<file path="src/rtl/serv_rf_dbg_pkg.sv">
// serv_rf_dbg_pkg
// Shared definitions for the SERV register-file RAM with debug access:
// debug FSM state encoding, register-count and beat-count helpers.
package serv_rf_dbg_pkg;

  // Debug access sequencer states
  typedef enum logic [1:0] {
    ST_IDLE  = 2'd0,
    ST_XFER  = 2'd1,
    ST_DRAIN = 2'd2,
    ST_ACK   = 2'd3
  } dbg_state_e;

  localparam int NGPR = 32;

  // Total architectural registers held in the RAM (GPRs followed by CSRs)
  function automatic int nregs(input int csr_regs);
    return NGPR + csr_regs;
  endfunction

  // RAM beats needed to move one 32-bit register
  function automatic int beats(input int width);
    return 32 / width;
  endfunction

endpackage

</file>
<file path="src/rtl/serv_rf_ram.sv">
// serv_rf_ram
// Plain 1W1R memory with a registered read port. Read-during-write to the
// same address returns the old contents. Only the read register is reset;
// the storage itself keeps its contents across reset.
// Ports:
//   i_clk   clock
//   i_rst   synchronous active-high reset (read register only)
//   i_waddr write address      i_wdata write data    i_wen write enable
//   i_raddr read address       o_rdata registered read data
module serv_rf_ram #(
  parameter int width = 8,
  parameter int depth = 144
) (
  input  logic                     i_clk,
  input  logic                     i_rst,
  input  logic [$clog2(depth)-1:0] i_waddr,
  input  logic [width-1:0]         i_wdata,
  input  logic                     i_wen,
  input  logic [$clog2(depth)-1:0] i_raddr,
  output logic [width-1:0]         o_rdata
);

  logic [width-1:0] mem_r [depth];

  // Storage write port
  always_ff @(posedge i_clk) begin
    if (i_wen) begin
      mem_r[i_waddr] <= i_wdata;
    end
  end

  // Registered read port; sees pre-write contents on address collision
  always_ff @(posedge i_clk) begin
    if (i_rst) begin
      o_rdata <= {width{1'b0}};
    end else begin
      o_rdata <= mem_r[i_raddr];
    end
  end

endmodule

</file>
<file path="src/rtl/serv_rf_ram_dbg.sv">
// serv_rf_ram_dbg
// SERV register-file RAM with a word-wide debug access port. The core port
// is serviced while the debug sequencer is idle; a debug access to a whole
// 32-bit register is split into 32/width RAM beats.
// Ports:
//   i_clk, i_rst                 clock, synchronous active-high reset
//   i_waddr/i_wdata/i_wen        core write port
//   i_raddr/o_rdata              core read port (1-cycle latency)
//   i_halted                     core halted; gates debug accept
//   i_dbg_req/we/reg/wdata       debug request (level, held until ack)
//   o_dbg_ack/err/rdata/busy     debug completion pulse, range error,
//                                read word, sequencer busy
module serv_rf_ram_dbg
  import serv_rf_dbg_pkg::*;
#(
  parameter int width    = 8,
  parameter int csr_regs = 4,
  parameter int depth    = 32 * (32 + csr_regs) / width
) (
  input  logic                            i_clk,
  input  logic                            i_rst,
  input  logic [$clog2(depth)-1:0]        i_waddr,
  input  logic [width-1:0]                i_wdata,
  input  logic                            i_wen,
  input  logic [$clog2(depth)-1:0]        i_raddr,
  output logic [width-1:0]                o_rdata,
  input  logic                            i_halted,
  input  logic                            i_dbg_req,
  input  logic                            i_dbg_we,
  input  logic [$clog2(32+csr_regs)-1:0]  i_dbg_reg,
  input  logic [31:0]                     i_dbg_wdata,
  output logic                            o_dbg_ack,
  output logic                            o_dbg_err,
  output logic [31:0]                     o_dbg_rdata,
  output logic                            o_dbg_busy
);

  localparam int AW    = $clog2(depth);
  localparam int NR    = nregs(csr_regs);
  localparam int RW    = $clog2(32 + csr_regs);
  localparam int BEATS = beats(width);
  localparam int BW    = (BEATS > 1) ? $clog2(BEATS) : 1;

  dbg_state_e        state_r, next_state_s;
  logic [BW-1:0]     beat_r;
  logic              we_r;
  logic [RW-1:0]     reg_r;
  logic [31:0]       wdata_sr_r;
  logic [31:0]       rdata_sr_r;
  logic              ack_r, err_r, busy_r;
  logic [31:0]       dbg_rdata_r;

  logic              accept_s, range_ok_s, last_beat_s;
  logic [AW-1:0]     dbg_addr_s;
  logic              ram_wen_s;
  logic [AW-1:0]     ram_waddr_s, ram_raddr_s;
  logic [width-1:0]  ram_wdata_s, ram_rdata_s;
  logic [width+31:0] cat_s;
  logic [31:0]       shifted_s;

  assign accept_s    = (state_r == ST_IDLE) & i_dbg_req & i_halted;
  assign range_ok_s  = (int'(i_dbg_reg) < NR);
  assign last_beat_s = (int'(beat_r) == BEATS - 1);
  // reg*BEATS+beat equals {reg, beat} since BEATS is a power of two
  assign dbg_addr_s  = AW'(int'(reg_r) * BEATS + int'(beat_r));
  // New RAM beat enters at the top, older beats move toward bit 0
  assign cat_s       = {ram_rdata_s, rdata_sr_r};
  assign shifted_s   = cat_s[width+31:width];

  serv_rf_ram #(.width(width), .depth(depth)) u_ram (
    .i_clk   (i_clk),
    .i_rst   (i_rst),
    .i_waddr (ram_waddr_s),
    .i_wdata (ram_wdata_s),
    .i_wen   (ram_wen_s),
    .i_raddr (ram_raddr_s),
    .o_rdata (ram_rdata_s)
  );

  assign o_rdata = ram_rdata_s;

  // FSM state register
  always_ff @(posedge i_clk) begin
    if (i_rst) begin
      state_r <= ST_IDLE;
    end else begin
      state_r <= next_state_s;
    end
  end

  // FSM next-state logic
  always_comb begin
    next_state_s = state_r;
    case (state_r)
      ST_IDLE: begin
        if (accept_s) begin
          next_state_s = range_ok_s ? ST_XFER : ST_ACK;
        end else begin
          next_state_s = ST_IDLE;
        end
      end
      ST_XFER: begin
        if (last_beat_s) begin
          next_state_s = we_r ? ST_ACK : ST_DRAIN;
        end else begin
          next_state_s = ST_XFER;
        end
      end
      ST_DRAIN: next_state_s = ST_ACK;
      ST_ACK:   next_state_s = ST_IDLE;
      default:  next_state_s = ST_IDLE;
    endcase
  end

  // RAM port steering: core owns the RAM only while idle
  always_comb begin
    ram_wen_s   = 1'b0;
    ram_waddr_s = i_waddr;
    ram_wdata_s = i_wdata;
    ram_raddr_s = i_raddr;
    case (state_r)
      ST_IDLE: begin
        ram_wen_s = i_wen;
      end
      ST_XFER: begin
        ram_waddr_s = dbg_addr_s;
        ram_wdata_s = wdata_sr_r[width-1:0];
        ram_raddr_s = dbg_addr_s;
        // x0 is hardwired to zero, so it is never stored
        ram_wen_s   = we_r & (reg_r != {RW{1'b0}});
      end
      default: begin
        ram_raddr_s = dbg_addr_s;
        ram_wen_s   = 1'b0;
      end
    endcase
  end

  // Debug datapath: request latch, beat counter, write/read shift registers
  always_ff @(posedge i_clk) begin
    if (i_rst) begin
      beat_r     <= {BW{1'b0}};
      we_r       <= 1'b0;
      reg_r      <= {RW{1'b0}};
      wdata_sr_r <= 32'd0;
      rdata_sr_r <= 32'd0;
    end else begin
      case (state_r)
        ST_IDLE: begin
          if (accept_s) begin
            we_r       <= i_dbg_we;
            reg_r      <= i_dbg_reg;
            wdata_sr_r <= i_dbg_wdata;
            beat_r     <= {BW{1'b0}};
          end
        end
        ST_XFER: begin
          if (!last_beat_s) begin
            beat_r <= beat_r + BW'(1);
          end
          wdata_sr_r <= wdata_sr_r >> width;
          // RAM data from the previous beat is available from beat 1 on
          if (beat_r != {BW{1'b0}}) begin
            rdata_sr_r <= shifted_s;
          end
        end
        ST_DRAIN: begin
          rdata_sr_r <= shifted_s;
        end
        default: begin
          rdata_sr_r <= rdata_sr_r;
        end
      endcase
    end
  end

  // Registered debug outputs, aligned so they are valid in the ACK cycle
  always_ff @(posedge i_clk) begin
    if (i_rst) begin
      ack_r       <= 1'b0;
      err_r       <= 1'b0;
      busy_r      <= 1'b0;
      dbg_rdata_r <= 32'd0;
    end else begin
      ack_r  <= (next_state_s == ST_ACK);
      busy_r <= (next_state_s != ST_IDLE);
      err_r  <= accept_s & ~range_ok_s;
      // DRAIN always leads to ACK; its capture completes the read word
      if (state_r == ST_DRAIN) begin
        dbg_rdata_r <= (reg_r == {RW{1'b0}}) ? 32'd0 : shifted_s;
      end
    end
  end

  assign o_dbg_ack   = ack_r;
  assign o_dbg_err   = err_r;
  assign o_dbg_busy  = busy_r;
  assign o_dbg_rdata = dbg_rdata_r;

endmodule

</file>
<file path="config.mk">
export PLATFORM = sky130hd
export DESIGN_NAME = serv_rf_ram_dbg
export DESIGN_NICKNAME = d
export VERILOG_FILES = /design/src/rtl/serv_rf_dbg_pkg.sv /design/src/rtl/serv_rf_ram.sv /design/src/rtl/serv_rf_ram_dbg.sv
export SDC_FILE = /design/constraint.sdc
export NUM_CORES = 2
export LEC_CHECK = 0
export ABC_AREA = 1
export CAP_MARGIN = 0
export CORE_MARGIN = 4
export CORE_UTILIZATION = 41
export DETAILED_ROUTE_END_ITERATION = 10
export GPL_TIMING_DRIVEN = 0
export PLACE_DENSITY = 0.52
export SLEW_MARGIN = 10
export SYNTH_ARGS = -nofsm -noshare
export SYNTH_HDL_FRONTEND = slang
export SYNTH_SLANG_ARGS = --single-unit
</file>
<file path="constraint.sdc">
create_clock -name i_clk -period 10.2 [get_ports i_clk]
set_input_delay 2.04 -clock i_clk [delete_from_list [all_inputs] [get_ports i_clk]]
set_output_delay 2.04 -clock i_clk [all_outputs]
set_load 0.02 [all_outputs]
</file>
==> out/results.tsv <==
metric	value	unit
Die ar.	0.138	mm^2
Post-CTS Resized	0	
Row Count	133	
post-route insts no fill	7524	
unique cell type count in the Yosys netlist	27	
crit-path max cell delay	990	ps
number of max-cap violations	0	
Hold WC Path Type	flop to flop	
hpwl dp	156	mm
net switching power figure	4220	uW
P_int	9150	uW
Worst path depth	14	
Port-buffer cells	110	
Setup-failing EPs final	0	
r2r worst-path depth	14	
postcts setup bufs	0	
routability cong.	1.09	
Syn Nets	5449	
synthesized area	0.0543	mm^2
setup ws final	4610	ps
global-route wire length before repair	302	mm
setup_tns	0	ps
critical path class	primary input to flop	
die height	372	um
Post-Syn Instances	5379	
Max Clock Skew	37.0	ps
boundary pin count	111	
most used cell, CP	nand3_1	
number of H-tree levels	4	
sequential-to-total area share from yosys stat	0.677	
largest net degree at the start of global routing	75	
peak supply drop	0.145	mV
commonest non-fill, non-tap cells in the layout	1,295 x nand2_1, 1,152 x edfxtp_1, 1,007 x nand3_1, 895 x inv_1, 236 x nor2_1	
worst-path cell chain	clkdlybuf4s50_1, nand2_2, nand2_2, buf_2, clkbuf_1, nand2_1, nand3_1, nand3_1, nand3_1, nand3_1, nand3_1, nand3_1, nand2_1, a21oi_1	
drt drc	0	
Clock power frac	0.371	
critical path capture point type	flop	
maximum clock rate	0.179	GHz
CP required	10840	ps
Tot Pwr	13400	uW
Clk pin slew, worst setup/hold paths	60	ps
PwrDens	213	mW/mm^2
RSZ-0062 raised after global routing	false	
drt wl/cell	29.7	um
Initial DRC Count	5879	
Startpoint Class	primary input	
DRT Wirelength	223	mm
layout cells sized above 1	0.0759	
pins over their slew limit	0	
worst hold path depth	2	
crit path DAT	6230	ps
register area	0.0368	mm^2
critical path fanouts, max	10	
sequential fraction of design power	0.437	
most common library cell in the layout ignoring fill and taps	nand2_1	
Global Route Usage Sum	0.319	
Vias/cell	5.55	
worst slack, placed	4080	ps
Slew @ Worst Pin	1460	ps
core box area	0.132	mm^2
initial antenna violation count	5	
area grow syn2layout	15.5	%
final critical-path share of the clock period	0.548	
dpl cells	7268	
Hold Fails Final Rpt	0	
Avg Cell Area, Syn	10.1	um^2
hold_buf cts	0	
effective utilization at floorplan	0.413	
leakage	0.0252	uW
Clock Latency Late Sink	800	ps
vias in the first global route	38157	
Crit path buffers/inverters	3	
Nets	5728	
Routed Antenna Nets	0	
total CTS buffers	142	
Remaining Overflow, GRT	0	
DR vias	41769	
Multi-input gate area	0.0130	mm^2
R2R Setup Slk	5480	ps
Combinational Power Share	0.192	
Sw Share	0.316	
Die X	372	um
Worst path top cell family by delay	buffers and inverters	
slew margin rel.	0.0249	
Filler cells	12305	
#FFs+latches synth	1262	
largest buffer count on any clock path	3	
slowest CP cell	clkbuf_1	
post-route minimum period	5590	ps
clk root buf	clkbuf_16	
drt pass-1 iters	6	
Yosys warnings	0	
TritonCTS clock tree	yes	
status	finished clean	
clock sink count	1262	
[state kept, by name, summed over array words and instances, names as in the netlist, 2 cells and up]
register,flops
reg_r,6
rdata_sr_r,24
wdata_sr_r,32
o_dbg_rdata,32
state_r,2
beat_r,2
u_ram.o_rdata,8
u_ram.mem_r,1152
[tightest hold or removal path: cells and delay by family (launching register included)]
kind / cells / cell delay, ps
DFF: 1 / 310
AOI/OAI and AO/OA: 1 / 50
and+or+nand+nor: 1 / 60
[final cells by class]
type,count,share of cell area
Tap cell,1755,0.0350
Clock buffer,182,0.0610
Sequential cell,1262,0.586
Antenna cell,2,0.0000797
Buffer,301,0.0212
Timing Repair Buffer,135,0.0266
Multi-Input combinational cell,2916,0.207
Clock inverter,71,0.00895
Inverter,900,0.0538
[per-layer routing]
metal	vias up	share of wire	GRT usage
met5	-	0	0
met4	0	0.060	0.167
met3	548	0.10	0.0670
met2	2459	0.44	0.479
met1	20454	0.40	0.435
li1	18308	-	-
[worst paths after layout]
check / start / end
worst max-delay path: i_raddr[0] / u_ram.o_rdata[6]$_SDFF_PP0_
worst min-delay path: rdata_sr_r[15]$_SDFFE_PP0P_ / o_dbg_rdata[7]$_SDFFE_PP0P_
worst max register to register: state_r[1]$_SDFF_PP0_ / u_ram.o_rdata[6]$_SDFF_PP0_
worst min register to register: rdata_sr_r[15]$_SDFFE_PP0P_ / o_dbg_rdata[7]$_SDFFE_PP0P_
[stage by stage]
step	hold WS (ps)	area (um^2)	util
global route	472	62800	0.477
CTS	463	62700	0.477
finish	462	62800	0.477
detailed placement	451	58300	0.443
floorplan	440	54300	-
global placement	453	57600	0.438
[cells in the mapped netlist]
master    count  area [um^2]
nand2_1    1303         4890
edfxtp_1   1152        34600
nand3_1    1007         5040
inv_1       895         3360
nor2_1      273         1020
o21ai_0     159          796
buf_2       146          731
clkbuf_1    121          454
dfxtp_1     110         2200
a21oi_1      56          280
o221ai_1     32          280
buf_1        30          113
nor3_1       29          145
a31oi_1      24          150
o211ai_1      8         60.1
or2_2         7         43.8
o21ai_1       5         25.0
buf_4         4         30.0
inv_2         4         15.0
nand2_2       4         25.0
o21ai_2       3         26.3
ha_1          2         25.0
a22o_1        1         8.76
clkinv_1      1         3.75
nor2_2        1         6.26
nor2_4        1         11.3
nor4_1        1         6.26
[power by group through the flow]
stage	sequential [uW]	combinational, uW	clock (uW)
finish	5850	2570	4960
global route	5850	2630	5200
CTS	5850	2480	4980
detailed placement	5960	2470	0
global placement	6050	2400	0
floorplan	5990	1150	0
[cell families (layout without fill, tap and decap cells)]
kind of cell	count (synthesis)	count (layout)	synth area share
AO/OA/AOI/OAI	288	288	0.0299
AND/OR/NAND/NOR	2626	2626	0.206
adder cells (fa/ha/maj)	2	2	0.000460
flip-flops	1262	1262	0.677
other	0	2	0
buffers and inverters	1201	1589	0.0866
Power figures use the tool's default switching activity.
